<file path="src/rtl/div_unit_pkg.sv">
// Shared op codes and divider state encoding.
// Imported by the ALU decode and the divider.
package div_unit_pkg;

  localparam logic [4:0] OP_DIV  = 5'b01110;
  localparam logic [4:0] OP_DIVU = 5'b01111;
  localparam logic [4:0] OP_REM  = 5'b10000;
  localparam logic [4:0] OP_REMU = 5'b10001;

  typedef enum logic [1:0] {
    IDLE,
    CALC,
    FIX,
    DONE
  } state_e;

  function automatic logic op_is_signed(
    input logic [4:0] op
  );
    return (op == OP_DIV) || (op == OP_REM);
  endfunction

  function automatic logic op_is_quot(
    input logic [4:0] op
  );
    return (op == OP_DIV) || (op == OP_DIVU);
  endfunction

  function automatic logic op_is_valid(
    input logic [4:0] op
  );
    return (op >= OP_DIV) && (op <= OP_REMU);
  endfunction

endpackage

</file>
<file path="src/rtl/div_unit_step.sv">
// One restoring division iteration.
// Shift {rem,quot} left, trial-subtract the divisor.
module div_step #(
  parameter int DATA_WIDTH = 32
) (
  input  logic [DATA_WIDTH:0]   rem_i,
  input  logic [DATA_WIDTH-1:0] quot_i,
  input  logic [DATA_WIDTH-1:0] divisor_i,
  output logic [DATA_WIDTH:0]   rem_o,
  output logic [DATA_WIDTH-1:0] quot_o
);

  logic [DATA_WIDTH:0] shifted;
  logic [DATA_WIDTH:0] diff;

  always_comb begin
    shifted = {rem_i[DATA_WIDTH-1:0],
               quot_i[DATA_WIDTH-1]};
    diff    = shifted - {1'b0, divisor_i};
    if (!diff[DATA_WIDTH]) begin
      rem_o  = diff;
      quot_o = {quot_i[DATA_WIDTH-2:0], 1'b1};
    end else begin
      rem_o  = shifted;
      quot_o = {quot_i[DATA_WIDTH-2:0], 1'b0};
    end
  end

endmodule

</file>
<file path="src/rtl/div_unit.sv">
// Iterative radix-2 restoring divider for RV32M
// DIV/DIVU/REM/REMU with valid/ready request and response.
module div_unit
  import div_unit_pkg::*;
#(
  parameter int DATA_WIDTH = 32
) (
  input  logic                  clk,
  input  logic                  rst_n,
  input  logic                  req_valid_i,
  output logic                  req_ready_o,
  input  logic [4:0]            op_i,
  input  logic [DATA_WIDTH-1:0] a_i,
  input  logic [DATA_WIDTH-1:0] b_i,
  input  logic                  flush_i,
  output logic                  resp_valid_o,
  input  logic                  resp_ready_i,
  output logic [DATA_WIDTH-1:0] res_o,
  output logic                  dz_o,
  output logic                  of_o
);

  localparam int W  = DATA_WIDTH;
  localparam int CW = $clog2(W + 1);
  localparam logic [W-1:0] MIN_NEG =
    {1'b1, {(W-1){1'b0}}};

  state_e        state_q, state_d;
  logic [4:0]    op_q, op_d;
  logic          qneg_q, qneg_d;
  logic          rneg_q, rneg_d;
  logic [W-1:0]  dvsr_q, dvsr_d;
  logic [W:0]    rem_q, rem_d;
  logic [W-1:0]  quot_q, quot_d;
  logic [CW-1:0] cnt_q, cnt_d;
  logic [W-1:0]  res_q, res_d;
  logic          dz_q, dz_d;
  logic          of_q, of_d;

  logic [W:0]    step_rem;
  logic [W-1:0]  step_quot;

  div_step #(
    .DATA_WIDTH(W)
  ) u_step (
    .rem_i    (rem_q),
    .quot_i   (quot_q),
    .divisor_i(dvsr_q),
    .rem_o    (step_rem),
    .quot_o   (step_quot)
  );

  logic         sgn, is_q, sa, sb;
  logic [W-1:0] abs_a, abs_b;
  logic [W-1:0] fix_q, fix_r;

  always_comb begin
    sgn   = op_is_signed(op_i);
    is_q  = op_is_quot(op_i);
    sa    = sgn & a_i[W-1];
    sb    = sgn & b_i[W-1];
    abs_a = sa ? -a_i : a_i;
    abs_b = sb ? -b_i : b_i;
    fix_q = qneg_q ? -quot_q : quot_q;
    fix_r = rneg_q ? -rem_q[W-1:0]
                   : rem_q[W-1:0];
  end

  always_comb begin
    state_d = state_q;
    op_d    = op_q;
    qneg_d  = qneg_q;
    rneg_d  = rneg_q;
    dvsr_d  = dvsr_q;
    rem_d   = rem_q;
    quot_d  = quot_q;
    cnt_d   = cnt_q;
    res_d   = res_q;
    dz_d    = dz_q;
    of_d    = of_q;

    unique case (state_q)
      IDLE: begin
        // flush wins over a same-cycle request
        if (req_valid_i && !flush_i) begin
          op_d   = op_i;
          qneg_d = is_q & (sa ^ sb);
          rneg_d = ~is_q & sa;
          dvsr_d = abs_b;
          quot_d = abs_a;
          rem_d  = '0;
          cnt_d  = '0;
          dz_d   = 1'b0;
          of_d   = 1'b0;
          if (!op_is_valid(op_i)) begin
            res_d   = '0;
            state_d = DONE;
          end else if (b_i == '0) begin
            res_d   = is_q ? '1 : a_i;
            dz_d    = 1'b1;
            state_d = DONE;
          end else if (sgn && a_i == MIN_NEG &&
                       b_i == '1) begin
            res_d   = is_q ? a_i : '0;
            of_d    = 1'b1;
            state_d = DONE;
          end else begin
            state_d = CALC;
          end
        end
      end
      CALC: begin
        rem_d  = step_rem;
        quot_d = step_quot;
        cnt_d  = cnt_q + 1'b1;
        if (cnt_q == CW'(W - 1)) begin
          state_d = FIX;
        end
        if (flush_i) begin
          state_d = IDLE;
        end
      end
      FIX: begin
        res_d   = op_is_quot(op_q) ? fix_q
                                   : fix_r;
        state_d = flush_i ? IDLE : DONE;
      end
      DONE: begin
        if (flush_i || resp_ready_i) begin
          state_d = IDLE;
          dz_d    = 1'b0;
          of_d    = 1'b0;
        end
      end
      default: state_d = IDLE;
    endcase
  end

  always_ff @(posedge clk or negedge rst_n) begin
    if (!rst_n) begin
      state_q <= IDLE;
      op_q    <= '0;
      qneg_q  <= 1'b0;
      rneg_q  <= 1'b0;
      dvsr_q  <= '0;
      rem_q   <= '0;
      quot_q  <= '0;
      cnt_q   <= '0;
      res_q   <= '0;
      dz_q    <= 1'b0;
      of_q    <= 1'b0;
    end else begin
      state_q <= state_d;
      op_q    <= op_d;
      qneg_q  <= qneg_d;
      rneg_q  <= rneg_d;
      dvsr_q  <= dvsr_d;
      rem_q   <= rem_d;
      quot_q  <= quot_d;
      cnt_q   <= cnt_d;
      res_q   <= res_d;
      dz_q    <= dz_d;
      of_q    <= of_d;
    end
  end

  assign req_ready_o  = (state_q == IDLE);
  assign resp_valid_o = (state_q == DONE);
  assign res_o        = res_q;
  assign dz_o         = dz_q;
  assign of_o         = of_q;

endmodule

</file>
<file path="config.mk">
export PLATFORM = sky130hd
export DESIGN_NAME = div_unit
export DESIGN_NICKNAME = d
export VERILOG_FILES = /design/src/rtl/div_unit_pkg.sv /design/src/rtl/div_unit_step.sv /design/src/rtl/div_unit.sv
export SDC_FILE = /design/constraint.sdc
export NUM_CORES = 1
export LEC_CHECK = 0
export BUFFER_PORTS_ARGS = -buffer_cell sky130_fd_sc_hd__buf_2
export CAP_MARGIN = 20
export CORE_AREA = 2 2 146 148
export DETAILED_ROUTE_END_ITERATION = 16
export DIE_AREA = 0 0 148 150
export PLACE_DENSITY = 0.81
export SYNTH_ARGS = -nofsm -noshare
export SYNTH_HDL_FRONTEND = slang
export SYNTH_SLANG_ARGS = --single-unit
</file>
<file path="constraint.sdc">
create_clock -name clk -period 3.1 [get_ports clk]
set_input_delay 0 -clock clk [delete_from_list [all_inputs] [get_ports clk]]
set_output_delay 0 -clock clk [all_outputs]
set_load 0.005 [all_outputs]
</file>
# Word level (Yosys, flattened, before mapping)
# Cells that the tools add are included.
# word_totals
regBits	145
input_bits	74
word_cells	98
# classes
addsub	6
magnitude_cmp	2
eq_ne	15
muxes	39
bitwise_logic	6
reduce_logical	19
# ops
cell	count
32-bit 2-to-1 mux	14
32-bit one-hot mux with 2 select lines	3
32-bit negation	4
32-bit == test, second input constant	2
33-bit by 32-bit subtractor with 33-bit output	1
32-bit zero test	1
5-bit by 4-bit == test with 1-bit output, second input constant	4
2-bit 2-to-1 mux	8
6-bit one-hot mux with 2 select lines	1
1-bit 2-to-1 mux	9
3-bit AND reduction	3
2-bit one-hot mux with 4 select lines	1
6-bit by 1-bit adder with 6-bit output, second input constant	1
6-bit by 5-bit == test with 1-bit output, second input constant	1
6-bit 2-to-1 mux	1
2-bit nonzero test	3
5-bit == test, second input constant	1
5-bit by 4-bit >= comparator with 1-bit output, second input constant	1
5-bit less-or-equal comparator, second input constant	1
1-bit bitwise AND	4
2-bit == test, second input constant	2
1-bit logical AND	4
1-bit logical OR	4
2-bit by 1-bit inequality test with 1-bit output, second input constant	2
9 further kinds	11

# Depth between registers and ports, before layout
# Gate-level depths: netlist of the first run.
# logic_depth
depth_word	9
depth_mapped	15
mapped_depth_nobuf	13

# Hierarchy
# Synthesis of the first run repeated with hierarchy kept, for this count alone.
# unflattened
cells_unflattened	1511
area_unflattened_um2	11994.0
# by_module_without_submodules
module	n_inst	cells_each	area_each_um2	seq_area_each_um2
div_unit	1	1125	9316.4	3628.5
div_step	1	386	2677.6	0.0

# Least setup slack after synthesis of the first run
# Ideal clock, no wire load.
# synth_timing
path_kind	register to register
start	register quot_q[31]
end	register rem_q[5]
arrival_time_ns	3.042
slack_ns	-0.076
stages_incl_launch_ff	16
synth_period_minus_slack_ns	3.176
path_cell_list	dfrtp_1 inv_1 ha_1 fa_1 nand2b_1 a21oi_1 o211a_1 o311ai_1 a21oi_1 o21ai_0 a311oi_1 buf_2 buf_1 nor2_1 a21oi_1 o21ai_0
# synth_via
elab_chain_cells	3
# synth_lines
item	line	text
from (decl)	div_unit.sv:34	logic [W-1:0] quot_q, quot_d;
from (signal assigned)	div_unit.sv:159	quot_q <= quot_d;
33-bit by 32-bit subtractor with 33-bit output	div_unit_step.sv:19	diff = shifted - {1'b0, divisor_i};
32-bit 2-to-1 mux	div_unit_step.sv:20	if (!diff[DATA_WIDTH]) begin
32-bit one-hot mux with 2 select lines	div_unit.sv:82	unique case (state_q)
to (signal assigned)	div_unit.sv:158	rem_q <= rem_d;
to (decl)	div_unit.sv:33	logic [W:0] rem_q, rem_d;
# Every way passes these cells.
# A chain may end at the register's enable or synchronous reset.

# Final worst setup path of the first run
# layout_timing
start	register rem_q[2]
end	register rem_q[1]
# layout_via
elab_chain_cells	3
# layout_lines
item	line
33-bit by 32-bit subtractor with 33-bit output	div_unit_step.sv:19
32-bit 2-to-1 mux	div_unit_step.sv:20
32-bit one-hot mux with 2 select lines	div_unit.sv:82
# Every way passes these cells.

==> results of run 1 <==
-- worst register-to-register path, stage by stage (launching register included) --
cell and delay [ns]:
dfrtp_1 0.42, ha_1 0.36, o211ai_1 0.29, a21oi_4 0.06, o211a_4 0.27, o311ai_4 0.30
a21oi_4 0.10, o211a_1 0.28, a311oi_4 0.34, buf_12 0.20, buf_12 0.12, buf_16 0.12
a21oi_1 0.07, o21ai_1 0.15
-- metal layers --
| metal | routed length [um] | vias up |
|---|---|---|
| li1 | - | 5513 |
| met1 | 14000 | 5499 |
| met2 | 16500 | 559 |
| met3 | 2730 | 84 |
| met4 | 926 | 2 |
| met5 | 13 | - |
-- logic make-up after synthesis --
family / Yosys count / share of synthesized area (%)
and+or+nand+nor: 504 / 20.7
muxes: 8 / 0.764
buffers and inverters: 128 / 4.78
adders and majority gates: 39 / 4.45
xor gates and xnor gates: 148 / 11.6
DFF: 144 / 32.3
AOI/OAI and AO/OA: 444 / 25.3
-- cell usage after synthesis (all sizes together) (28+ instances only) --
cell type  instances
inv               47
nor2             133
a22oi             29
clkbuf            60
nor3              28
xnor2             69
o21ai            169
ha                38
nand2            195
dfrtp            144
a21oi            101
a211oi            36
o31ai             33
nand3             41
xor2              79
-- flip-flops by register name (all words and copies together), names as in the netlist --
name,flops
quot_q,32
qneg_q,1
of_o,1
dvsr_q,32
rneg_q,1
state_q,2
dz_o,1
op_q,4
cnt_q,6
rem_q,32
res_o,32
-- power by group through the flow --
stage,registers (W),clock network [W],logic [W]
3_3_place_gp,0.00282,0,0.00530
2_1_floorplan,0.00276,0,0.00363
3_5_place_dp,0.00284,0,0.00547
6_report,0.00287,0.00199,0.00703
4_1_cts,0.00283,0.00198,0.00604
5_1_grt,0.00292,0.00207,0.00758
-- layout make-up --
type                            instances  area, um^2  area share (%)
Inverter                               47         176            1.24
Tap cell                              275         344            2.41
Clock buffer                           22         454            3.18
Sequential cell                       144        3600            25.2
Timing Repair Buffer                  292        2290            16.0
Clock inverter                          8        90.1           0.631
Multi-Input combinational cell       1143        7330            51.3
-- metrics by stage --
stage,area [um^2],util (%),hold slack [ns],std cells,total power (W)
5_1_grt,14300,69.0,0.0709,1931,0.0126
3_3_place_gp,12500,60.5,-0.0146,1814,0.00812
4_1_cts,14000,67.4,0.0169,1923,0.0108
6_report,14300,69.0,0.0254,1931,0.0119
2_1_floorplan,11100,-,-0.296,1415,0.00640
3_5_place_dp,12500,60.5,-0.0118,1814,0.00832
-- how the worst max path moves through the flow --
stage,depth (start not counted),start,slack (ns),to
after detailed placement,16,dvsr_q[0]$_DFFE_PN0P_,-0.28,rem_q[2]$_DFFE_PN0P_
after CTS,16,quot_q[31]$_DFFE_PN0P_,0.004,rem_q[17]$_DFFE_PN0P_
after global routing,14,dvsr_q[3]$_DFFE_PN0P_,-0.18,rem_q[1]$_DFFE_PN0P_
after floorplan,14,quot_q[31]$_DFFE_PN0P_,0.03,rem_q[26]$_DFFE_PN0P_
final,13,rem_q[2]$_DFFE_PN0P_,-0.08,rem_q[1]$_DFFE_PN0P_
after global placement,16,dvsr_q[0]$_DFFE_PN0P_,-0.11,rem_q[14]$_DFFE_PN0P_
-- timing repair --
| action | in CTS | in global routing |
|---|---|---|
| setup buffers | 5 | 9 |
| hold endpoints to repair | 121 | 0 |
| resized for setup | 21 | 81 |
| hold buffers | 73 | 0 |
| pin swaps | 8 | 22 |
| endpoints found under the setup margin | 35 | 66 |
| gates cloned | 2 | 2 |
==> flow_summary.json, run 1 <==
{
  "h-tree-depth": 4,
  "r2r-start": "rem_q[2]$_DFFE_PN0P_",
  "finalNetCount": 1758,
  "yosys-top-cells-area": "dfrtp_1 (32%), nand2_1 (6.6%), o21ai_0 (6.2%)",
  "hold_end": "res_o[12]$_DFFE_PN0P_",
  "use_met3_pct": 4.82,
  "setup_viol": 23,
  "fp.coreArea_um2": 20700,
  "critPathSlowestCell": "dfrtp_1",
  "wl_um": 34200,
  "power.share.switching_pct": 43.1,
  "start_util_pct": 53.9,
  "report.final.slew_viol_count": 0,
  "wl_per_cell_um": 17.7,
  "cp.required_ns": 3.44,
  "yosysTopAreaCell": "dfrtp_1",
  "root_buffer": "clkbuf_16",
  "worstPathArrival_ns": 3.52,
  "skew_ns": 0.00737,
  "period_share_pct": 102,
  "track_usage_pct": 30.0,
  "synth_edf_count": 0,
  "crit_buf_inv": 3,
  "min_from": "a_i[12]",
  "pwr-share-clk_pct": 16.7,
  "synthFlopType": "dfrtp_1",
  "ys_warn_count": 0,
  "max_freq_ghz": 0.315,
  "worst_pin_slew_ns": 1.02,
  "syn_inst": 1415,
  "async_flop_share_pct": 100,
  "slowest_delay_ns": 0.42,
  "drtIter0Drc": 1084,
  "holdPathStages": 5,
  "critPathTopFamily": "compound AO/OA/AOI/OAI gates",
  "synth_area_per_cell_um2": 7.88,
  "drtAntennaViolNets": 0,
  "comb_power_share_pct": 59.1,
  "power_switching_w": 0.00513,
  "synth_area_um2": 11100,
  "irDropWorstVdd_mv": 0.539,
  "hp-class": "input port to flop",
  "intPower_w": 0.00676,
  "r2r_setup_slack_ns": -0.08,
  "insertedDiodeCount": 0,
  "busiest_layer": "met2",
  "critPathMaxFanout": 8,
  "grt_overflow": 0,
  "grt_pass1_vias": 10800,
  "yosys.area.top_type_share_pct": 32.3,
  "syn_to_final_growth_pct": 28.2,
  "grtUsageMet2_pct": 50.5,
  "r2r_end": "rem_q[1]$_DFFE_PN0P_",
  "clk_path_buf_depth": 2,
  "min_period_ns": 3.18,
  "tritoncts": "yes",
  "seqPwrFrac_pct": 24.2,
  "synth_seq_area_share_pct": 32.3,
  "critical_path_class": "flop to flop",
  "antenna_found_initial": 1,
  "clock_latency_ns": 0.43,
  "tns_ns": -0.693,
  "std_cell_rows": 53,
  "violations": "negative setup slack",
  "gp_congestion": 0.925,
  "cts_num_sinks": 144,
  "dieArea_um2": 22200,
  "layout-drive-gt1-share_pct": 20.8,
  "grt_max_degree": 93,
  "slew_headroom_pct": 32.1,
  "drv_cap": 0,
  "outcome": "finished with violations",
  "grtUsageMet1_pct": 39.4,
  "fin_ws_ns": -0.0767,
  "path_clk_slew_ns": 0.06,
  "hold_viol": 0,
  "powerDensity_nw_per_um2": 832,
  "grt_pass1_wl_um": 53800,
  "fillers": 1593,
  "rsz0062_at_grt": "yes",
  "routed_via_density": 6.04,
  "dpl.hpwl_um": 22900,
  "pin_count": 110,
  "synth_fp_nets": 1528,
  "path_cells": "ha_1 -> o211ai_1 -> a21oi_4 -> o211a_4 -> o311ai_4 -> a21oi_4 -> o211a_1 -> a311oi_4 -> buf_12 -> buf_12 -> buf_16 -> a21oi_1 -> o21ai_1",
  "worst_r2r_path_depth": 13,
  "fp.dieH_um": 150,
  "startpoint_type": "flop",
  "dpl_worst_slack_ns": -0.282,
  "drc": 0,
  "num_vias": 11700,
  "yosysUniqueCellTypes": 73,
  "dieWidth_um": 148,
  "crit_path_end_kind": "flop",
  "leakagePower_nw": 6.08,
  "layout_common_cells": "nand2_1 (193), dfrtp_1 (143), nor2_1 (119)",
  "numCtsBuffers": 17,
  "dr.pass1.iters": 7,
  "port_buffers": 109,
  "final_common_cell": "nand2_1",
  "ys_ff_latch": 144
}
Power figures use the tool's default switching activity.
==> run 2, diff against run 1 <==
--- a/config.mk
+++ b/config.mk
@@ -10,7 +10,7 @@
 export CORE_AREA = 2 2 146 148
 export DETAILED_ROUTE_END_ITERATION = 16
 export DIE_AREA = 0 0 148 150
-export PLACE_DENSITY = 0.81
+export PLACE_DENSITY = 0.77
 export SYNTH_ARGS = -nofsm -noshare
 export SYNTH_HDL_FRONTEND = slang
 export SYNTH_SLANG_ARGS = --single-unit
==> flow_summary.json, run 2 (same netlist as run 1, synthesis figures left out) <==
{
  "outcome": "finished with violations",
  "violations": "negative setup slack",
  "pin_count": 110,
  "wl_um": 34200,
  "wl_met2_um": 16400,
  "max_freq_ghz": 0.314,
  "min_from": "a_i[13]",
  "drc": 0,
  "setup_viol": 11,
  "fin_cells": 1925,
  "slew_headroom_pct": 37.8,
  "routedLengthMet1_um": 14400,
  "start_util_pct": 53.9,
  "hold_end": "res_o[13]$_DFFE_PN0P_",
  "dieWidth_um": 148,
  "r2r-start": "rem_q[23]$_DFFE_PN0P_",
  "insertedDiodeCount": 0,
  "min_period_ns": 3.19,
  "path_cells": "ha_1 -> nand2_1 -> o21ai_0 -> nor4_1 -> o41ai_2 -> a2111oi_4 -> buf_4 -> o31a_1 -> or4_1 -> o311ai_1",
  "leakagePower_nw": 6.10,
  "dr.max_layer_used": "met4",
  "num_vias": 11500,
  "dr.pass1.iters": 6,
  "grt_pass1_vias": 10600,
  "wl_per_cell_um": 17.7,
  "hold_viol": 0,
  "startpoint_type": "flop",
  "clk_path_buf_depth": 2,
  "layout_common_cells": "nand2_1 (193), dfrtp_1 (144), nor2_1 (123)",
  "numCtsBuffers": 17,
  "critPathMaxFanout": 5,
  "drv_cap": 0,
  "crit_buf_inv": 1,
  "crit_path_end_kind": "flop",
  "holdPathStages": 5,
  "r2r_setup_slack_ns": -0.09,
  "r2r_end": "rem_q[31]$_DFFE_PN0P_",
  "slowest_delay_ns": 0.53,
  "grt_overflow": 0,
  "h-tree-depth": 4,
  "cp.required_ns": 3.43,
  "critical_path_class": "flop to flop",
  "root_buffer": "clkbuf_16",
  "track_usage_pct": 30.2,
  "worst_pin_slew_ns": 0.933,
  "period_share_pct": 103,
  "cts_num_sinks": 144,
  "report.final.slew_viol_count": 0,
  "fin_ws_ns": -0.0852,
  "layout-drive-gt1-share_pct": 19.8,
  "fp.dieH_um": 150,
  "powerDensity_nw_per_um2": 844,
  "skew_ns": 0.00766,
  "tritoncts": "yes",
  "routed_via_density": 5.97,
  "syn_to_final_growth_pct": 28.4,
  "grt_pass1_wl_um": 53600,
  "wl_met3_um": 2460,
  "drtIter0Drc": 1000,
  "final_common_cell": "nand2_1",
  "port_buffers": 109,
  "fillers": 1637,
  "path_clk_slew_ns": 0.06,
  "clock_latency_ns": 0.44,
  "finalNetCount": 1750,
  "gp_congestion": 0.923,
  "worstPathArrival_ns": 3.51,
  "std_cell_rows": 53,
  "worst_r2r_path_depth": 10,
  "antenna_found_initial": 0,
  "irDropWorstVdd_mv": 0.507,
  "dpl.hpwl_um": 22900,
  "dpl.cell_count": 1804,
  "dpl_worst_slack_ns": -0.157,
  "grt_max_degree": 75,
  "rsz0062_at_grt": "yes",
  "dieArea_um2": 22200,
  "critPathSlowestCell": "o41ai_2",
  "critPathTopFamily": "compound AO/OA/AOI/OAI gates",
  "hp-class": "input port to flop",
  "drtAntennaViolNets": 0,
  "fp.coreArea_um2": 20700
}
[run 2: worst min-delay path: stages]
cell and delay [ns]:
buf_2 0.12, nand2_1 0.06, a21oi_1 0.06, nor2_1 0.13, o21ai_2 0.06
[run 2: worst max-delay path by stage]
stage | end | slack (ns) | start | cells after the start
after global routing | rem_q[31]$_DFFE_PN0P_ | -0.15 | rem_q[22]$_DFFE_PN0P_ | 10
after detailed placement | rem_q[8]$_DFFE_PN0P_ | -0.16 | dvsr_q[0]$_DFFE_PN0P_ | 15
after global placement | rem_q[20]$_DFFE_PN0P_ | -0.09 | dvsr_q[0]$_DFFE_PN0P_ | 15
after CTS | rem_q[20]$_DFFE_PN0P_ | 0.003 | quot_q[31]$_DFFE_PN0P_ | 16
final | rem_q[31]$_DFFE_PN0P_ | -0.09 | rem_q[23]$_DFFE_PN0P_ | 10
after floorplan | rem_q[26]$_DFFE_PN0P_ | 0.03 | quot_q[31]$_DFFE_PN0P_ | 14
[run 2: final cells by class]
cell class	count	area [um^2]	area share, %
Multi-Input combinational cell	1143	7280	50.9
Sequential cell	144	3600	25.2
Timing Repair Buffer	284	2210	15.4
Clock buffer	23	488	3.41
Tap cell	275	344	2.41
Clock inverter	9	201	1.41
Inverter	47	176	1.23
[run 2: metrics by stage]
step / setup TNS, ns / utilization (%) / instance area [um^2] / hold slack, ns / total power (W)
after floorplan: 0 / - / 11100 / -0.296 / 0.00640
after global placement: -1.25 / 60.1 / 12400 / 0.0777 / 0.00812
after detailed placement: -3.11 / 60.1 / 12400 / 0.0813 / 0.00829
after CTS: 0 / 67.6 / 14000 / 0.0124 / 0.0111
after global routing: -2.22 / 69.1 / 14300 / 0.0879 / 0.0128
final: -0.218 / 69.1 / 14300 / 0.0191 / 0.0121
[run 2: repair_timing]
action	CTS	global route
hold endpoints to repair	140	0
gates cloned	1	3
pin swaps	11	28
gates resized for setup	14	68
setup buffers	4	9
hold buffers	74	0
endpoints found under the setup margin	33	66
[run 2: report_power, final]
| part | switching [W] | internal, W | leakage [nW] |
|---|---|---|---|
| Combinational | 0.00362 | 0.00316 | 3.90 |
| Clock | 0.000823 | 0.00160 | 0.334 |
| Sequential | 0.000545 | 0.00233 | 1.87 |
| Total | 0.00499 | 0.00708 | 6.10 |
[run 2: metal layers]
layer / global-route usage (%) / vias to the layer above
li1: - / 5492
met1: 40.2 / 5394
met2: 50.6 / 531
met3: 4.42 / 70
met4: 10.2 / 0
met5: 0 / -
==> run 3, diff against run 2 <==
--- a/config.mk
+++ b/config.mk
@@ -5,12 +5,14 @@
 export SDC_FILE = /design/constraint.sdc
 export NUM_CORES = 1
 export LEC_CHECK = 0
+export ABC_AREA = 1
 export BUFFER_PORTS_ARGS = -buffer_cell sky130_fd_sc_hd__buf_2
 export CAP_MARGIN = 20
-export CORE_AREA = 2 2 146 148
+export CORE_AREA = 2 2 160 162
 export DETAILED_ROUTE_END_ITERATION = 16
-export DIE_AREA = 0 0 148 150
-export PLACE_DENSITY = 0.77
+export DIE_AREA = 0 0 162 164
+export GPL_ROUTABILITY_DRIVEN = 0
+export PLACE_DENSITY = 0.76
 export SYNTH_ARGS = -nofsm -noshare
 export SYNTH_HDL_FRONTEND = slang
 export SYNTH_SLANG_ARGS = --single-unit
==> flow_summary.json, run 3 <==
{
  "outcome": "finished, final reports clean",
  "cts.repair.resized": 0,
  "drc": 0,
  "setup_viol": 0,
  "yosys-top-cells-area": "dfrtp_1 (27%), nand2_1 (20%), nand3_1 (8.9%)",
  "path_clk_slew_ns": 0.07,
  "critPathSlowestCell": "fa_1",
  "insertedDiodeCount": 0,
  "grt_max_degree": 68,
  "r2r_setup_slack_ns": 0.32,
  "yosysTopAreaCell": "dfrtp_1",
  "ys_warn_count": 0,
  "fin_ws_ns": 0.321,
  "worstSetupEndpoint": "rem_q[5]$_DFFE_PN0P_",
  "layout-drive-gt1-share_pct": 8.76,
  "routed_via_density": 5.82,
  "powerDensity_nw_per_um2": 1090,
  "port_buffers": 109,
  "clk_path_buf_depth": 2,
  "async_flop_share_pct": 100,
  "drtIter0Drc": 1796,
  "drtAntennaViolNets": 0,
  "pin_count": 110,
  "crit_path_end_kind": "flop",
  "skew_ns": 0.0166,
  "ys_ff_latch": 144,
  "start_util_pct": 54.0,
  "wl_um": 46100,
  "drv_cap": 0,
  "startpoint_type": "flop",
  "final_common_cell": "nand2_1",
  "pwr-share-clk_pct": 12.2,
  "path_cells": "inv_1 -> ha_1 -> fa_1 -> inv_1 -> nand3_1 -> nand3_2 -> nand2_1 -> nand2_2 -> nand2_1 -> nand2_2 -> nand2_2 -> nand2_2 -> nand2_4 -> nand2_4 -> nand2_1 -> nand3_1 -> nand2_1",
  "r2r_end": "rem_q[5]$_DFFE_PN0P_",
  "worst_r2r_path_depth": 17,
  "total_power_w": 0.0168,
  "tns_ns": 0,
  "power_switching_w": 0.00939,
  "worst_pin_slew_ns": 0.871,
  "synthFlopType": "dfrtp_1",
  "intPower_w": 0.00746,
  "syn_inst": 2230,
  "synth_edf_count": 0,
  "layout_common_cells": "nand2_1 (722), inv_1 (264), nor2_1 (248)",
  "rsz0062_at_grt": "no",
  "grt_pass1_vias": 14200,
  "synthTopCellsByCount": "nand2_1 (722), inv_1 (264), nor2_1 (250), nand3_1 (239), o21ai_0 (153)",
  "irDropWorstVdd_mv": 0.776,
  "seqPwrFrac_pct": 21.5,
  "min_period_ns": 2.78,
  "yosysUniqueCellTypes": 46,
  "grt_pass1_wl_um": 73000,
  "numCtsBuffers": 17,
  "antenna_found_initial": 0,
  "wl_per_cell_um": 17.0,
  "cp-startpoint": "quot_q[31]$_DFFE_PN0P_",
  "dieWidth_um": 162,
  "critPathMaxFanout": 24,
  "dpl_worst_slack_ns": 0.426,
  "syn_to_final_growth_pct": 15.1,
  "slew_headroom_pct": 41.8,
  "track_usage_pct": 34.6,
  "tritoncts": "yes",
  "hp-class": "input port to flop",
  "power.share.switching_pct": 55.7,
  "report.final.slew_viol_count": 0,
  "h-tree-depth": 4,
  "std_cell_rows": 58,
  "post_cts_buffers": 0,
  "synth_area_per_cell_um2": 6.01,
  "clock_latency_ns": 0.45,
  "grt_overflow": 0,
  "root_buffer": "clkbuf_16",
  "slowest_delay_ns": 0.41,
  "r2r-start": "quot_q[31]$_DFFE_PN0P_",
  "num_vias": 15800,
  "fp.dieH_um": 164,
  "max_freq_ghz": 0.360,
  "cp.required_ns": 3.42,
  "worstPathArrival_ns": 3.10,
  "hold_viol": 0,
  "leakagePower_nw": 7.96,
  "dr.pass1.iters": 6,
  "synth_seq_area_share_pct": 26.9,
  "period_share_pct": 89.6,
  "comb_power_share_pct": 66.3,
  "yosys.area.top_type_share_pct": 26.9,
  "synth.most_common_cell": "nand2_1",
  "cts.hold.buffers_added": 68,
  "critical_path_class": "flop to flop",
  "dpl.hpwl_um": 34900,
  "synth_area_um2": 13400,
  "dieArea_um2": 26600,
  "finalNetCount": 2485,
  "fp.coreArea_um2": 24800,
  "cts_num_sinks": 144,
  "synth_fp_nets": 2343
}
[run 3: cells by family after synthesis]
logic type               synth area share (%)
flip-flops                               26.9
XOR/XNOR                                 3.46
AO/OA/AOI/OAI                            13.6
adder cells (fa/ha/maj)                  3.70
AND/OR/NAND/NOR                          42.2
buffers and inverters                    10.2
[run 3: worst min-delay path by stage]
stage                      start                endpoint  slack (ns)  cells after the start
after CTS                 b_i[6]   dvsr_q[6]$_DFFE_PN0P_       0.009                      4
final                     b_i[6]   dvsr_q[6]$_DFFE_PN0P_        0.02                      4
after detailed placement   rst_n  dvsr_q[11]$_DFFE_PN0P_        0.04                      1
after global placement     rst_n  dvsr_q[11]$_DFFE_PN0P_        0.03                      1
after floorplan            rst_n    cnt_q[0]$_DFFE_PN0P_       -0.30                      0
after global routing      a_i[3]   quot_q[3]$_DFFE_PN0P_        0.04                      3
[run 3: power by group through the flow]
| stage | Clock [W] | Sequential [W] | Combinational [W] |
|---|---|---|---|
| after global routing | 0.00213 | 0.00371 | 0.0124 |
| after global placement | 0 | 0.00358 | 0.0105 |
| after CTS | 0.00207 | 0.00358 | 0.0108 |
| final | 0.00205 | 0.00363 | 0.0112 |
| after floorplan | 0 | 0.00334 | 0.00787 |
| after detailed placement | 0 | 0.00361 | 0.0107 |
[run 3: metal layers]
layer	share of wire (%)	global-route usage [%]	routed length (um)
met5	0	0	0
met4	4.0	14.9	1830
met3	10	5.56	4770
met2	44	53.4	20100
met1	42	48.1	19400
[run 3: critical path, delay by kind of cell (launching register included)]
family / cells / cell delay [ns]
AND/OR/NAND/NOR: 13 / 1.45
adder cells (fa/ha/maj): 2 / 0.64
flip-flops: 1 / 0.34
buffers and inverters: 2 / 0.22
[run 3: final cells by class]
cell class / instances / area, um^2
tap: 330 / 413
fill: 2353 / 9390
clock buffer: 17 / 425
timing repair buffer: 194 / 1390
sequential: 144 / 3600
inverter: 271 / 1020
clock inverter: 15 / 144
multi-input combinational: 1744 / 8440
[run 3: per-stage QoR]
| stage | cells | instance area [um^2] | utilization [%] | hold WS [ns] |
|---|---|---|---|---|
| after floorplan | 2230 | 13400 | - | -0.296 |
| after global placement | 2615 | 14200 | 57.1 | 0.0295 |
| after detailed placement | 2615 | 14200 | 57.1 | 0.0380 |
| after CTS | 2715 | 15400 | 62.2 | 0.00883 |
| after global routing | 2715 | 15400 | 62.2 | 0.0375 |
| final | 2715 | 15400 | 62.2 | 0.0228 |
